===== config.mk =====
export PLATFORM = sky130hd
export DESIGN_NAME = bcd_display_scanner
export DESIGN_NICKNAME = d
export VERILOG_FILES = /design/src/rtl/bcd_disp_pkg.sv /design/src/rtl/bcd_to_7seg.sv /design/src/rtl/bcd_display_scanner.sv
export SDC_FILE = /design/constraint.sdc
export NUM_CORES = 1
export LEC_CHECK = 0
export CORE_ASPECT_RATIO = 1.1
export CORE_UTILIZATION = 34
export CTS_BUF_LIST = sky130_fd_sc_hd__clkbuf_4
export CTS_CLUSTER_SIZE = 25
export DETAILED_ROUTE_END_ITERATION = 12
export GPL_TIMING_DRIVEN = 0
export SYNTH_ARGS = -nofsm -noshare
export SYNTH_HDL_FRONTEND = slang
export SYNTH_HIERARCHICAL = 1
export SYNTH_SLANG_ARGS = --single-unit

===== constraint.sdc =====
create_clock -name clk -period 2.65 [get_ports clk]
set_input_delay 0.265 -clock clk [delete_from_list [all_inputs] [get_ports clk]]
set_output_delay 0.265 -clock clk [all_outputs]
set_load 0.05 [all_outputs]

===== src/rtl/bcd_disp_pkg.sv =====
`default_nettype none
// +----------------------------------------------------------------------------+
// | bcd_disp_pkg : segment codes and slot encoding for the BCD display scanner |
// | Rev 1.0                                                                    |
// +----------------------------------------------------------------------------+
package bcd_disp_pkg;

  // Active-high segment codes, bit order {g,f,e,d,c,b,a}
  localparam logic [6:0] SEG_0    = 7'h3F;
  localparam logic [6:0] SEG_1    = 7'h06;
  localparam logic [6:0] SEG_2    = 7'h5B;
  localparam logic [6:0] SEG_3    = 7'h4F;
  localparam logic [6:0] SEG_4    = 7'h66;
  localparam logic [6:0] SEG_5    = 7'h6D;
  localparam logic [6:0] SEG_6    = 7'h7D;
  localparam logic [6:0] SEG_7    = 7'h07;
  localparam logic [6:0] SEG_8    = 7'h7F;
  localparam logic [6:0] SEG_9    = 7'h6F;
  localparam logic [6:0] SEG_DASH = 7'h40;

  typedef enum logic [1:0] {
    SLOT_THOU  = 2'd0,
    SLOT_HUND  = 2'd1,
    SLOT_TENTH = 2'd2,
    SLOT_ONES  = 2'd3
  } slot_t;

  function automatic logic [3:0] slot_onehot(input slot_t s);
    return 4'b0001 << s;
  endfunction

endpackage
`default_nettype wire


===== src/rtl/bcd_to_7seg.sv =====
`default_nettype none
// +----------------------------------------------------------------------------+
// | bcd_to_7seg : BCD digit to active-high seven-segment code, dash above 9    |
// | Rev 1.0                                                                    |
// +----------------------------------------------------------------------------+
module bcd_to_7seg
  import bcd_disp_pkg::*;
(
  input  logic [3:0] bcd,
  output logic [6:0] seg
);

  always_comb begin
    seg = SEG_DASH;
    case (bcd)
      4'd0:    seg = SEG_0;
      4'd1:    seg = SEG_1;
      4'd2:    seg = SEG_2;
      4'd3:    seg = SEG_3;
      4'd4:    seg = SEG_4;
      4'd5:    seg = SEG_5;
      4'd6:    seg = SEG_6;
      4'd7:    seg = SEG_7;
      4'd8:    seg = SEG_8;
      4'd9:    seg = SEG_9;
      default: seg = SEG_DASH;
    endcase
  end

endmodule
`default_nettype wire


===== src/rtl/bcd_display_scanner.sv =====
`default_nettype none
// +----------------------------------------------------------------------------+
// | bcd_display_scanner : multiplexes a frame-snapshotted 4-digit BCD time     |
// | onto a seven-segment display with per-slot blanking. Rev 1.0               |
// +----------------------------------------------------------------------------+
module bcd_display_scanner
  import bcd_disp_pkg::*;
#(
  parameter int REFRESH_DIV  = 50000,
  parameter int BLANK_CYC    = 500,
  parameter int COMMON_ANODE = 1
) (
  input  logic       clk,
  input  logic       rst_n,
  input  logic       enable,
  input  logic       hold,
  input  logic [3:0] ones,
  input  logic [3:0] tenths,
  input  logic [3:0] hundreths,
  input  logic [3:0] thousandths,
  output logic [6:0] seg,
  output logic       dp,
  output logic [3:0] an,
  output logic       frame_done
);

  localparam int            PW        = (REFRESH_DIV > 2) ? $clog2(REFRESH_DIV) : 1;
  localparam logic [PW-1:0] TC_VAL    = PW'(REFRESH_DIV - 1);
  localparam logic [PW-1:0] BLANK_VAL = PW'(BLANK_CYC);
  localparam logic          INV       = (COMMON_ANODE != 0);

  logic [PW-1:0] presc;
  slot_t         slot;
  logic [15:0]   snap;   // {ones, tenths, hundreths, thousandths}
  logic          tc;
  logic          wrap;
  logic          lit;
  logic [3:0]    digit;
  logic [6:0]    seg_hi;
  logic [3:0]    an_hi;

  assign tc    = (presc == TC_VAL);
  assign wrap  = enable && tc && (slot == SLOT_ONES);
  assign lit   = enable && (presc >= BLANK_VAL);
  assign an_hi = slot_onehot(slot);

  always_comb begin
    digit = snap[3:0];
    case (slot)
      SLOT_THOU:  digit = snap[3:0];
      SLOT_HUND:  digit = snap[7:4];
      SLOT_TENTH: digit = snap[11:8];
      SLOT_ONES:  digit = snap[15:12];
      default:    digit = snap[3:0];
    endcase
  end

  bcd_to_7seg u_dec (
    .bcd (digit),
    .seg (seg_hi)
  );

  // Outputs are computed from the pre-edge state, so the display lags the counters by one clk
  always_ff @(posedge clk or negedge rst_n) begin
    if (!rst_n) begin
      presc      <= '0;
      slot       <= SLOT_THOU;
      snap       <= 16'h0000;
      frame_done <= 1'b0;
      seg        <= {7{INV}};
      dp         <= INV;
      an         <= {4{INV}};
    end else begin
      if (enable) begin
        if (tc) begin
          presc <= '0;
          slot  <= slot_t'(slot + 2'd1);
        end else begin
          presc <= presc + PW'(1);
        end
      end
      if (wrap && !hold) begin
        snap <= {ones, tenths, hundreths, thousandths};
      end
      frame_done <= wrap;
      an         <= {4{INV}} ^ (lit ? an_hi : 4'h0);
      seg        <= {7{INV}} ^ (lit ? seg_hi : 7'h00);
      dp         <= INV ^ (lit && (slot == SLOT_ONES));
    end
  end

endmodule
`default_nettype wire


# Word level (Yosys, flattened, before mapping)
# Memories as Yosys holds them, arrays and structs flattened.
# Cells that the tools add are included.
# op_classes
addsub	2
order_cmp	1
n_eq_ne	4
shifts	1
muxes	4
n_bitwise	3
n_reduce_logical	8
# ops
cell	n
16-bit by 1-bit adder with 16-bit output, second input constant	1
16-bit equality test, second input constant	1
16-bit by 9-bit >= comparator with 1-bit output, second input constant	1
16-bit 2-to-1 mux	1
4-bit case mux with 4 select lines	1
7-bit 2-to-1 mux	1
7-bit inverter	1
1-bit logical AND	5
2-bit equality test, second input constant	2
4-bit 2-to-1 mux	1
4-bit inverter	1
1-bit by 2-bit << shifter with 4-bit output, first input constant	1
2-bit by 1-bit adder with 2-bit output, second input constant	1
2-bit by 1-bit equality test with 1-bit output, second input constant	1
2-bit logical NOT	1
2-bit AND reduction	1
1-bit logical NOT	1
1-bit inverter	1
# word_totals
register_bits	47
mem_bits_ro	112
input_bits	20
out_inout_bits	13
word_cells	31
memories	1
# memory_table
name	depth	word_bits	rd	rd_ports_with_merged_regs	write_ports	line_no	rtl
(no name shown)	16	7	1	0	0	bcd_to_7seg.sv:15	case (bcd)

# Longest topological paths before layout
# Gate-level depths: netlist of the first run.
# An unclocked memory read counts as a cell.
# logic_depth
word_depth	5
mapped_depth	9
ltp_nobuf	9

# Hierarchy
# Netlist of the first run, hierarchy kept.
# modules_own_cells
mod	instances	cells_each	area_each_um2	seq_area_each_um2
bcd_display_scanner	1	173	2125.8	1164.9
bcd_to_7seg	1	29	225.2	0.0

# Least setup slack after synthesis of the first run
# OpenSTA, ideal clock, no wires.
# synth_timing
path_kind	flip-flop to flip-flop
startpoint	register presc[12]
endpoint	register snap[10]
setup_time_ns	0.125
arrival_ns	2.063
required_time_ns	2.525
path_slack_ns	0.461
stages_incl_launch_ff	6
path_buffers	1
period_less_slack_ns	2.189
path_cell_list	dfrtp_1 -> or4_4 -> nor4_4 -> nand3b_4 -> buf_6 -> mux2_4
# synth_between
elab_chain_len	4
# synth_lines
element	line_no	rtl
start, declared	bcd_display_scanner.sv:32	logic [PW-1:0] presc;
start signal, assigned	bcd_display_scanner.sv:79	presc <= presc + PW'(1);
16-bit equality test	bcd_display_scanner.sv:42	assign tc = (presc == TC_VAL);
1-bit logical AND (2 in a row)	bcd_display_scanner.sv:43	assign wrap = enable && tc && (slot == SLOT_ONES);
1-bit logical AND	bcd_display_scanner.sv:82	if (wrap && !hold) begin
end signal, assigned	bcd_display_scanner.sv:83	snap <= {ones, tenths, hundreths, thousandths};
end, declared	bcd_display_scanner.sv:34	logic [15:0] snap;
# No other way between the ends.
# A chain may end at the register's enable or synchronous reset.

# Final worst setup path of the first run
# layout_timing
startpoint	register presc[12]
endpoint	register snap[9]
# The elaborated chain is that of the path after synthesis.

==> qor.log, run 1 <==
INFO  sta            rsz0062_at_grt=no
INFO  sta            worstMarginPinSlew=0.507ns
INFO  sta            setup-tns-final=0ns
INFO  cts            ctsLongestPathBuffers=2
INFO  cts            cts_sinks=46
INFO  setup_path     crit-reg2reg-capture=snap[9]$_DFFE_PN0P_
INFO  detailed_routing drt-vias-per-instance=4.84
INFO  setup_path     crit_start=presc[12]$_DFFE_PN0P_
INFO  synthesis      synth_edf_count=0
INFO  synthesis      synth_fp_nets=235
INFO  run            drv.max_cap_violation_count=0
INFO  cts            h-tree-depth=2
INFO  power          pwr-share-seq=60.9%
INFO  synthesis      synth.avg_cell_area=11.6µm²
INFO  sta            timing.final.hold_violations=0
INFO  synthesis      synthAdderAreaFrac=6.92%
INFO  cts            tritoncts_clock_tree=done
INFO  cells_and_area finish.net_count=276
INFO  run_status     status=finished clean
INFO  cts            clk_pin_slew_worst_paths=0.13ns
INFO  sta            report.final.slew_viol_count=0
INFO  place          port_buffers=32
INFO  detailed_routing drt_drc_violations_left=0
INFO  setup_path     worst_ep_arrival_time=2.67ns
INFO  synthesis      main_combinational_cell_family_by_area_after_synthesis=simple AND/OR/NAND/NOR gates
INFO  setup_path     kind_of_start_point_of_the_critical_path=register
INFO  setup_path     worst_r2r_path_depth=5
INFO  place          routabilityCongestion=0.781
INFO  setup_path     crit_path_cell_trace=or4_4, nor4_4, nand3b_4, buf_6, mux2_4
INFO  setup_path     worstPathMaxFanout=10
INFO  detailed_routing drt-initial-drc-count=74
INFO  detailed_routing dr_total_vias=1577
INFO  sta            timing.final.setup_violations=0
INFO  power          power.combinational.fraction=12.5%
INFO  global_route   globalRouteTotalUtil=13.7%
INFO  setup_path     rr_startpoint=presc[12]$_DFFE_PN0P_
INFO  synthesis      ys_async_sr_fraction=100%
INFO  power          reported_net_switching_power=351µW
INFO  sta            finalCriticalPeriod=2.42ns
INFO  synthesis      synth_ff_type=sky130_fd_sc_hd__dfrtp_1
INFO  sta            finalClockSkew=0.00855ns
INFO  global_route   global_route.overflow_total=0
INFO  sta            fmax=413MHz
INFO  setup_path     cpMaxStageDelayCell=sky130_fd_sc_hd__or4_4
INFO  place          hpwlAfterDp=3.09mm
INFO  floorplanning  floorplan.initialDensity=35.4%
INFO  power          power.density=444nW/µm²
INFO  setup_path     worst-endpoint-required=2.90ns
INFO  setup_path     critPathBufInv=1
INFO  detailed_routing detail_route.wl_per_cell=13.1µm
INFO  sta            final.period_utilization=91.4%
INFO  floorplanning  floorplan.die.height=89.2µm
INFO  power          irDropWorstVdd=312µV
INFO  setup_path     worstSetupPathDepth=5
INFO  global_route   wire_length_of_the_first_global_routing_pass=7.47mm
INFO  sta            timing.slew.headroom=65.9%
INFO  cells_and_area post_route_cells_drive_above_1_share=19.7%
INFO  global_route   grt_start_max_net_pins=41
INFO  synthesis      yosys_warnings=6
INFO  cells_and_area design_area=2860µm²
INFO  power          p_int=920µW
INFO  synthesis      area_fraction_in_compound_gates_after_synthesis=7.18%
INFO  setup_path     crit_path_max_incr_delay=0.60ns
INFO  setup_path     r2r_setup_slack=0.23ns
INFO  power          sw_frac_of_total=27.6%
INFO  floorplanning  coreArea=6630µm²
INFO  synthesis      yosysUniqueCellTypes=46
INFO  cells_and_area layout.area.seq=1160µm²
INFO  hold_path      holdCritPathClass=in -> async
INFO  synthesis      synthSimpleGateAreaFrac=15.5%
INFO  cells_and_area area_used_by_multi_input_combinational_logic=1080µm²
INFO  cts            clock-root-buffer=sky130_fd_sc_hd__clkbuf_4
INFO  setup_path     setup.worst_path.class=reg -> reg
INFO  floorplanning  rows=31
INFO  global_route   antenna_found_initial=0
INFO  synthesis      post_synth_mux_area_share=11.6%
INFO  detailed_routing drt_pass1_iterations=6
INFO  synthesis      netlist_instances=202
INFO  power          leakagePower=0.00125µW
INFO  synthesis      post_synthesis_sequential_element_count=46
INFO  synthesis      yosys.area_share.xor_xnor=4.47%
INFO  floorplanning  dieArea=7250µm²
INFO  synthesis      synth_area=2350µm²
INFO  cells_and_area insertedDiodeCount=0
INFO  place          post_place_cell_area=2790µm²
INFO  cts            post_cts.repair.setup_buffers=0
INFO  global_route   first_global_vias=1626
INFO  floorplanning  design.portCount=33
INFO  cts            cts-buffers-inserted=5
INFO  detailed_routing route.final.wire_length=4.28mm
INFO  setup_path     critical_path.top_delay_family=simple AND/OR/NAND/NOR gates
INFO  floorplanning  die_width=81.3µm
INFO  power          clock_network_fraction_of_design_power=26.7%
INFO  cells_and_area area_growth=21.7%
INFO  setup_path     timing.critical_path.to_type=register
INFO  setup_path     critical_path.endpoint=snap[9]$_DFFE_PN0P_
INFO  cells_and_area number_of_fill_cells_in_the_layout=631
INFO  synthesis      synth-seq-area-share=49.5%
INFO  detailed_routing ant_nets=0
INFO  cts            clk_latency=0.35ns
worst register-to-register path, stage by stage, from the launching register on:
cell	delay [ns]
sky130_fd_sc_hd__dfrtp_1	0.46
sky130_fd_sc_hd__or4_4	0.60
sky130_fd_sc_hd__nor4_4	0.54
sky130_fd_sc_hd__nand3b_4	0.22
sky130_fd_sc_hd__buf_6	0.22
sky130_fd_sc_hd__mux2_4	0.30
cell families (layout without fill, tap and decap cells):
family / Yosys count / count (layout)
flops: 46 / 46
fa+ha+maj: 13 / 13
simple gates: 63 / 63
xor+xnor: 12 / 12
mux: 21 / 21
buf+inv: 23 / 65
compound gates: 24 / 24
cells in the mapped netlist, types with 3 or more instances:
master,n,share of area [%]
sky130_fd_sc_hd__a222oi_1,4,1.7
sky130_fd_sc_hd__buf_6,3,1.4
sky130_fd_sc_hd__clkbuf_1,4,0.64
sky130_fd_sc_hd__dfrtp_1,35,37
sky130_fd_sc_hd__dfstp_2,11,12
sky130_fd_sc_hd__ha_1,13,6.9
sky130_fd_sc_hd__inv_1,14,2.2
sky130_fd_sc_hd__mux2_2,6,2.9
sky130_fd_sc_hd__mux2_4,11,7.0
sky130_fd_sc_hd__mux2i_1,4,1.7
sky130_fd_sc_hd__nand2_1,20,3.2
sky130_fd_sc_hd__nand3_1,6,1.3
sky130_fd_sc_hd__nand4_1,5,1.3
sky130_fd_sc_hd__nor2_1,7,1.1
sky130_fd_sc_hd__nor3_1,3,0.64
sky130_fd_sc_hd__nor4_1,5,1.3
sky130_fd_sc_hd__o21ai_0,5,1.1
sky130_fd_sc_hd__o22ai_1,4,1.1
sky130_fd_sc_hd__xnor2_1,7,2.6
sky130_fd_sc_hd__xor2_1,5,1.9
layout by cell type, fill, tap and decap left out, drive strengths merged, types with 6 or more instances in the layout:
| cell | Yosys | final |
|---|---|---|
| buf | 5 | 7 |
| clkbuf | 4 | 9 |
| clkdlybuf4s50 | 0 | 31 |
| dfrtp | 35 | 35 |
| dfstp | 11 | 11 |
| ha | 13 | 13 |
| inv | 14 | 14 |
| mux2 | 17 | 17 |
| nand2 | 20 | 20 |
| nand3 | 6 | 6 |
| nor2 | 7 | 7 |
| nor4 | 6 | 6 |
| xnor2 | 7 | 7 |
power by group through the flow:
stage	clock network, µW	registers, µW	logic (µW)
after floorplan	0	779	96.6
final	339	774	158
after CTS	360	775	162
after detailed placement	0	788	160
after global placement	0	787	154
after global routing	386	781	183
flip-flops by register name, summed over array words and instances, names as in the netlist:
name,flops
frame_done,1
seg,7
slot,2
an,4
snap,16
presc,16
how the worst min path moves through the flow:
| stage | depth (start not counted) | end | startpoint |
|---|---|---|---|
| final | 2 | presc[11]$_DFFE_PN0P_ | rst_n |
| after global routing | 2 | presc[15]$_DFFE_PN0P_ | rst_n |
| after CTS | 2 | presc[15]$_DFFE_PN0P_ | rst_n |
| after detailed placement | 1 | presc[11]$_DFFE_PN0P_ | rst_n |
| after global placement | 1 | snap[4]$_DFFE_PN0P_ | snap[4]$_DFFE_PN0P_ |
| after floorplan | 0 | frame_done$_DFF_PN0_ | rst_n |
final cells by class:
cell class              instances  share of cell area [%]
repair buffers                 34                    12.1
multi-input cells             133                    37.6
clock inverters                 3                   0.743
flip-flops and latches         46                    40.7
well taps                      82                    3.59
inverters                      14                    1.84
plain buffers                   9                    2.10
clock buffers                   5                    1.31
metrics by stage:
step	worst slack [ns]	hold slack, ns	instances	total power [µW]	util, %
global route	0.0389	0.275	326	1350	43.1
CTS	0.125	0.257	326	1300	43.1
detailed placement	0.156	0.131	317	948	42.0
floorplan	0.461	-0.0306	202	875	-
global placement	0.0245	0.489	316	941	41.8
finish	0.228	0.272	326	1270	43.1
what timing repair did:
item | 4_1_cts | 5_1_grt
hold endpoints to repair | 6 | 0
hold buffers | 1 | 0
endpoints found under the setup margin | 0 | 3
gates resized for setup | 0 | 1
routing by layer:
| layer | share of wire [%] | up-vias | track usage (%) |
|---|---|---|---|
| li1 | - | 788 | - |
| met1 | 48 | 757 | 17.1 |
| met2 | 48 | 27 | 23.5 |
| met3 | 2.9 | 5 | 2.76 |
| met4 | 0.91 | 0 | 4.38 |
| met5 | 0 | - | 0 |
Note: power is estimated with default switching activity, not from simulation.
==> run 2, diff against run 1 <==
Settings changed: SLEW_MARGIN from default to 15, TNS_END_PERCENT from default to 10.
==> qor.log, run 2 (same netlist as run 1, synthesis figures left out) <==
INFO  run_status     status=finished clean
INFO  setup_path     critical_path.top_delay_family=simple AND/OR/NAND/NOR gates
INFO  power          power.combinational.fraction=11.6% [-0.9 points]
INFO  power          p_int=1030µW [+12%]
INFO  detailed_routing drt-vias-per-instance=4.86 [+0.51%]
INFO  place          hpwlAfterDp=3.13mm [+1.4%]
INFO  detailed_routing detail_route.wl_per_cell=13.2µm [+0.26%]
INFO  sta            finalClockSkew=0.0177ns [+0.00919 ns]
INFO  sta            fmax=412MHz [-0.32%]
INFO  setup_path     setup.worst_path.class=reg -> reg
INFO  power          leakagePower=0.00127µW [+1.1%]
INFO  cells_and_area area_growth=23.0%
INFO  cells_and_area layout.cells.most_common_list=35 x sky130_fd_sc_hd__dfrtp_1, 31 x sky130_fd_sc_hd__clkdlybuf4s50_1, 20 x sky130_fd_sc_hd__nand2_1, 14 x sky130_fd_sc_hd__inv_1, 13 x sky130_fd_sc_hd__ha_1
INFO  global_route   grt_start_max_net_pins=26 [-37%]
INFO  floorplanning  coreArea=6630µm² [unchanged]
INFO  sta            timing.final.setup_violations=0 [unchanged]
INFO  setup_path     timing.critical_path.to_type=register
INFO  power          irDropWorstVdd=310µV [-0.66%]
INFO  setup_path     critPathBufInv=1 [unchanged]
INFO  sta            report.final.slew_viol_count=0 [unchanged]
INFO  cts            ctsLongestPathBuffers=2 [unchanged]
INFO  cells_and_area insertedDiodeCount=0 [unchanged]
INFO  global_route   globalRouteTotalUtil=13.6% [-0.074 points]
INFO  setup_path     crit_path_max_incr_delay=0.60ns [about the same]
INFO  global_route   wire_length_of_the_first_global_routing_pass=7.38mm [-1.2%]
INFO  global_route   global_route.overflow_total=0 [unchanged]
INFO  detailed_routing dr_total_vias=1585 [+0.51%]
INFO  detailed_routing ant_nets=0 [unchanged]
INFO  cells_and_area reg_top3=presc: 16 flops, snap: 16 flops, seg: 7 flops
INFO  setup_path     r2r_setup_slack=0.22ns [about the same]
INFO  setup_path     worstPathMaxFanout=10 [unchanged]
INFO  cts            h-tree-depth=2 [unchanged]
INFO  detailed_routing drt_pass1_iterations=5 [-1]
INFO  hold_path      holdCritPathClass=in -> async
INFO  floorplanning  floorplan.initialDensity=35.4% [unchanged]
INFO  cells_and_area mostFrequentLayoutCell=sky130_fd_sc_hd__dfrtp_1
INFO  floorplanning  design.portCount=33 [unchanged]
INFO  cts            clock-root-buffer=sky130_fd_sc_hd__clkbuf_4
INFO  cells_and_area number_of_fill_cells_in_the_layout=630 [-0.16%]
INFO  global_route   first_global_vias=1618 [-0.49%]
INFO  floorplanning  rows=31 [unchanged]
INFO  place          post_place_cell_area=2800µm² [+0.27%]
INFO  sta            final.period_utilization=91.7% [+0.29 points]
INFO  cts            cts-buffers-inserted=5 [unchanged]
INFO  power          reported_net_switching_power=341µW [-2.6%]
INFO  place          routabilityCongestion=0.781 [unchanged]
INFO  cts            post_cts.repair.setup_buffers=0 [unchanged]
INFO  floorplanning  floorplan.die.height=89.2µm [unchanged]
INFO  sta            finalCriticalPeriod=2.43ns [+0.00781 ns]
INFO  cts            cts_sinks=46 [unchanged]
INFO  setup_path     crit_path_cell_trace=or4_4, nor4_4, nand3b_4, buf_6, mux2_4
INFO  power          power.density=473nW/µm² [+6.5%]
INFO  place          port_buffers=32 [unchanged]
INFO  sta            worst_slack_setup_final=0.220ns [-0.00781 ns]
INFO  cells_and_area post_route_cells_drive_above_1_share=19.7% [unchanged]
INFO  setup_path     cpMaxStageDelayCell=sky130_fd_sc_hd__or4_4
INFO  sta            rsz0062_at_grt=no
INFO  cts            tritoncts_clock_tree=done
INFO  run            drv.max_cap_violation_count=0 [unchanged]
INFO  floorplanning  dieArea=7250µm² [unchanged]
INFO  global_route   antenna_found_initial=0 [unchanged]
INFO  cts            clk_latency=0.36ns [about the same]
INFO  power          pwr-share-seq=56.6% [-4.3 points]
INFO  floorplanning  die_width=81.3µm [unchanged]
INFO  sta            timing.slew.headroom=63.6% [-2.4 points]
INFO  cells_and_area design_area=2890µm² [+1.1%]
INFO  power          sw_frac_of_total=24.9% [-2.6 points]
INFO  setup_path     kind_of_start_point_of_the_critical_path=register
INFO  detailed_routing drt_drc_violations_left=0 [unchanged]
INFO  setup_path     worst-endpoint-required=2.90ns [about the same]
INFO  detailed_routing route.final.wire_length=4.29mm [+0.26%]
INFO  setup_path     worst_ep_arrival_time=2.68ns [about the same]
INFO  detailed_routing drt-initial-drc-count=64 [-14%]
INFO  cts            clk_pin_slew_worst_paths=0.14ns [about the same]
INFO  place          dp_slack=0.125ns [-0.0304 ns]
INFO  sta            worstMarginPinSlew=0.547ns [+0.0396 ns]
INFO  sta            timing.final.hold_violations=0 [unchanged]
INFO  power          clock_network_fraction_of_design_power=31.8% [+5.1 points]
INFO  cells_and_area finish.net_count=276 [unchanged]
INFO  sta            setup-tns-final=0ns [unchanged]
-- run 2: cell types whose count changed in the layout (fill, tap and decap cells not counted) --
cell	change
sky130_fd_sc_hd__clkinv_4	-1
sky130_fd_sc_hd__clkbuf_4	+1
sky130_fd_sc_hd__buf_16	+1
sky130_fd_sc_hd__bufinv_16	+1
sky130_fd_sc_hd__clkinv_2	-1
sky130_fd_sc_hd__buf_12	-1
-- run 2: area by class of cell --
class | instances | area (µm²) | share of cell area [%]
multi-input cells | 133 | 1080 | 37.2
repair buffers | 34 | 353 | 12.2
inverters | 14 | 52.6 | 1.82
clock inverters | 2 | 37.5 | 1.30
well taps | 82 | 103 | 3.55
plain buffers | 9 | 60.1 | 2.08
clock buffers | 6 | 45.0 | 1.56
flip-flops and latches | 46 | 1160 | 40.3
-- run 2: final timing paths --
check | depth (start not counted) | start | to
hold reg to reg | 1 | snap[2]$_DFFE_PN0P_ | snap[2]$_DFFE_PN0P_
setup / recovery | 5 | presc[12]$_DFFE_PN0P_ | snap[9]$_DFFE_PN0P_
max in group asynchronous | 3 | rst_n | an[0]$_DFF_PN1_
setup reg to reg | 5 | presc[12]$_DFFE_PN0P_ | snap[9]$_DFFE_PN0P_
hold / removal | 2 | rst_n | presc[8]$_DFFE_PN0P_
min in group clk | 2 | thousandths[0] | snap[0]$_DFFE_PN0P_
-- run 2: what timing repair did --
action / 4_1_cts / 5_1_grt
hold buffers: 1 / 0
setup endpoints to repair: 0 / 4
gates resized for setup: 0 / 1
endpoints found under the hold margin: 19 / 0
-- run 2: per-stage QoR --
step                      utilization [%]  hold WS (ns)  total power, µW  std cells
final                                43.6         0.403             1370        326
after global routing                 43.6         0.457             1450        326
after CTS                            43.6         0.411             1390        326
after detailed placement             42.2         0.291              948        317
after global placement               41.8         0.489              941        316
after floorplan                         -       -0.0306              875        202
-- run 2: power groups by stage --
stage               sequential, µW  clock (µW)  combinational, µW
floorplan                      779           0               96.6
global placement               787           0                154
detailed placement             788           0                160
CTS                            775         456                161
global route                   782         483                183
finish                         775         436                158
-- run 2: layer usage --
metal  global-route usage (%)  wire, µm  up-vias
met5                        0         0        -
met4                     5.36        44        0
met3                     2.76       163        6
met2                     22.6      2090       33
met1                     17.3      1990      757
li1                         -         -      789
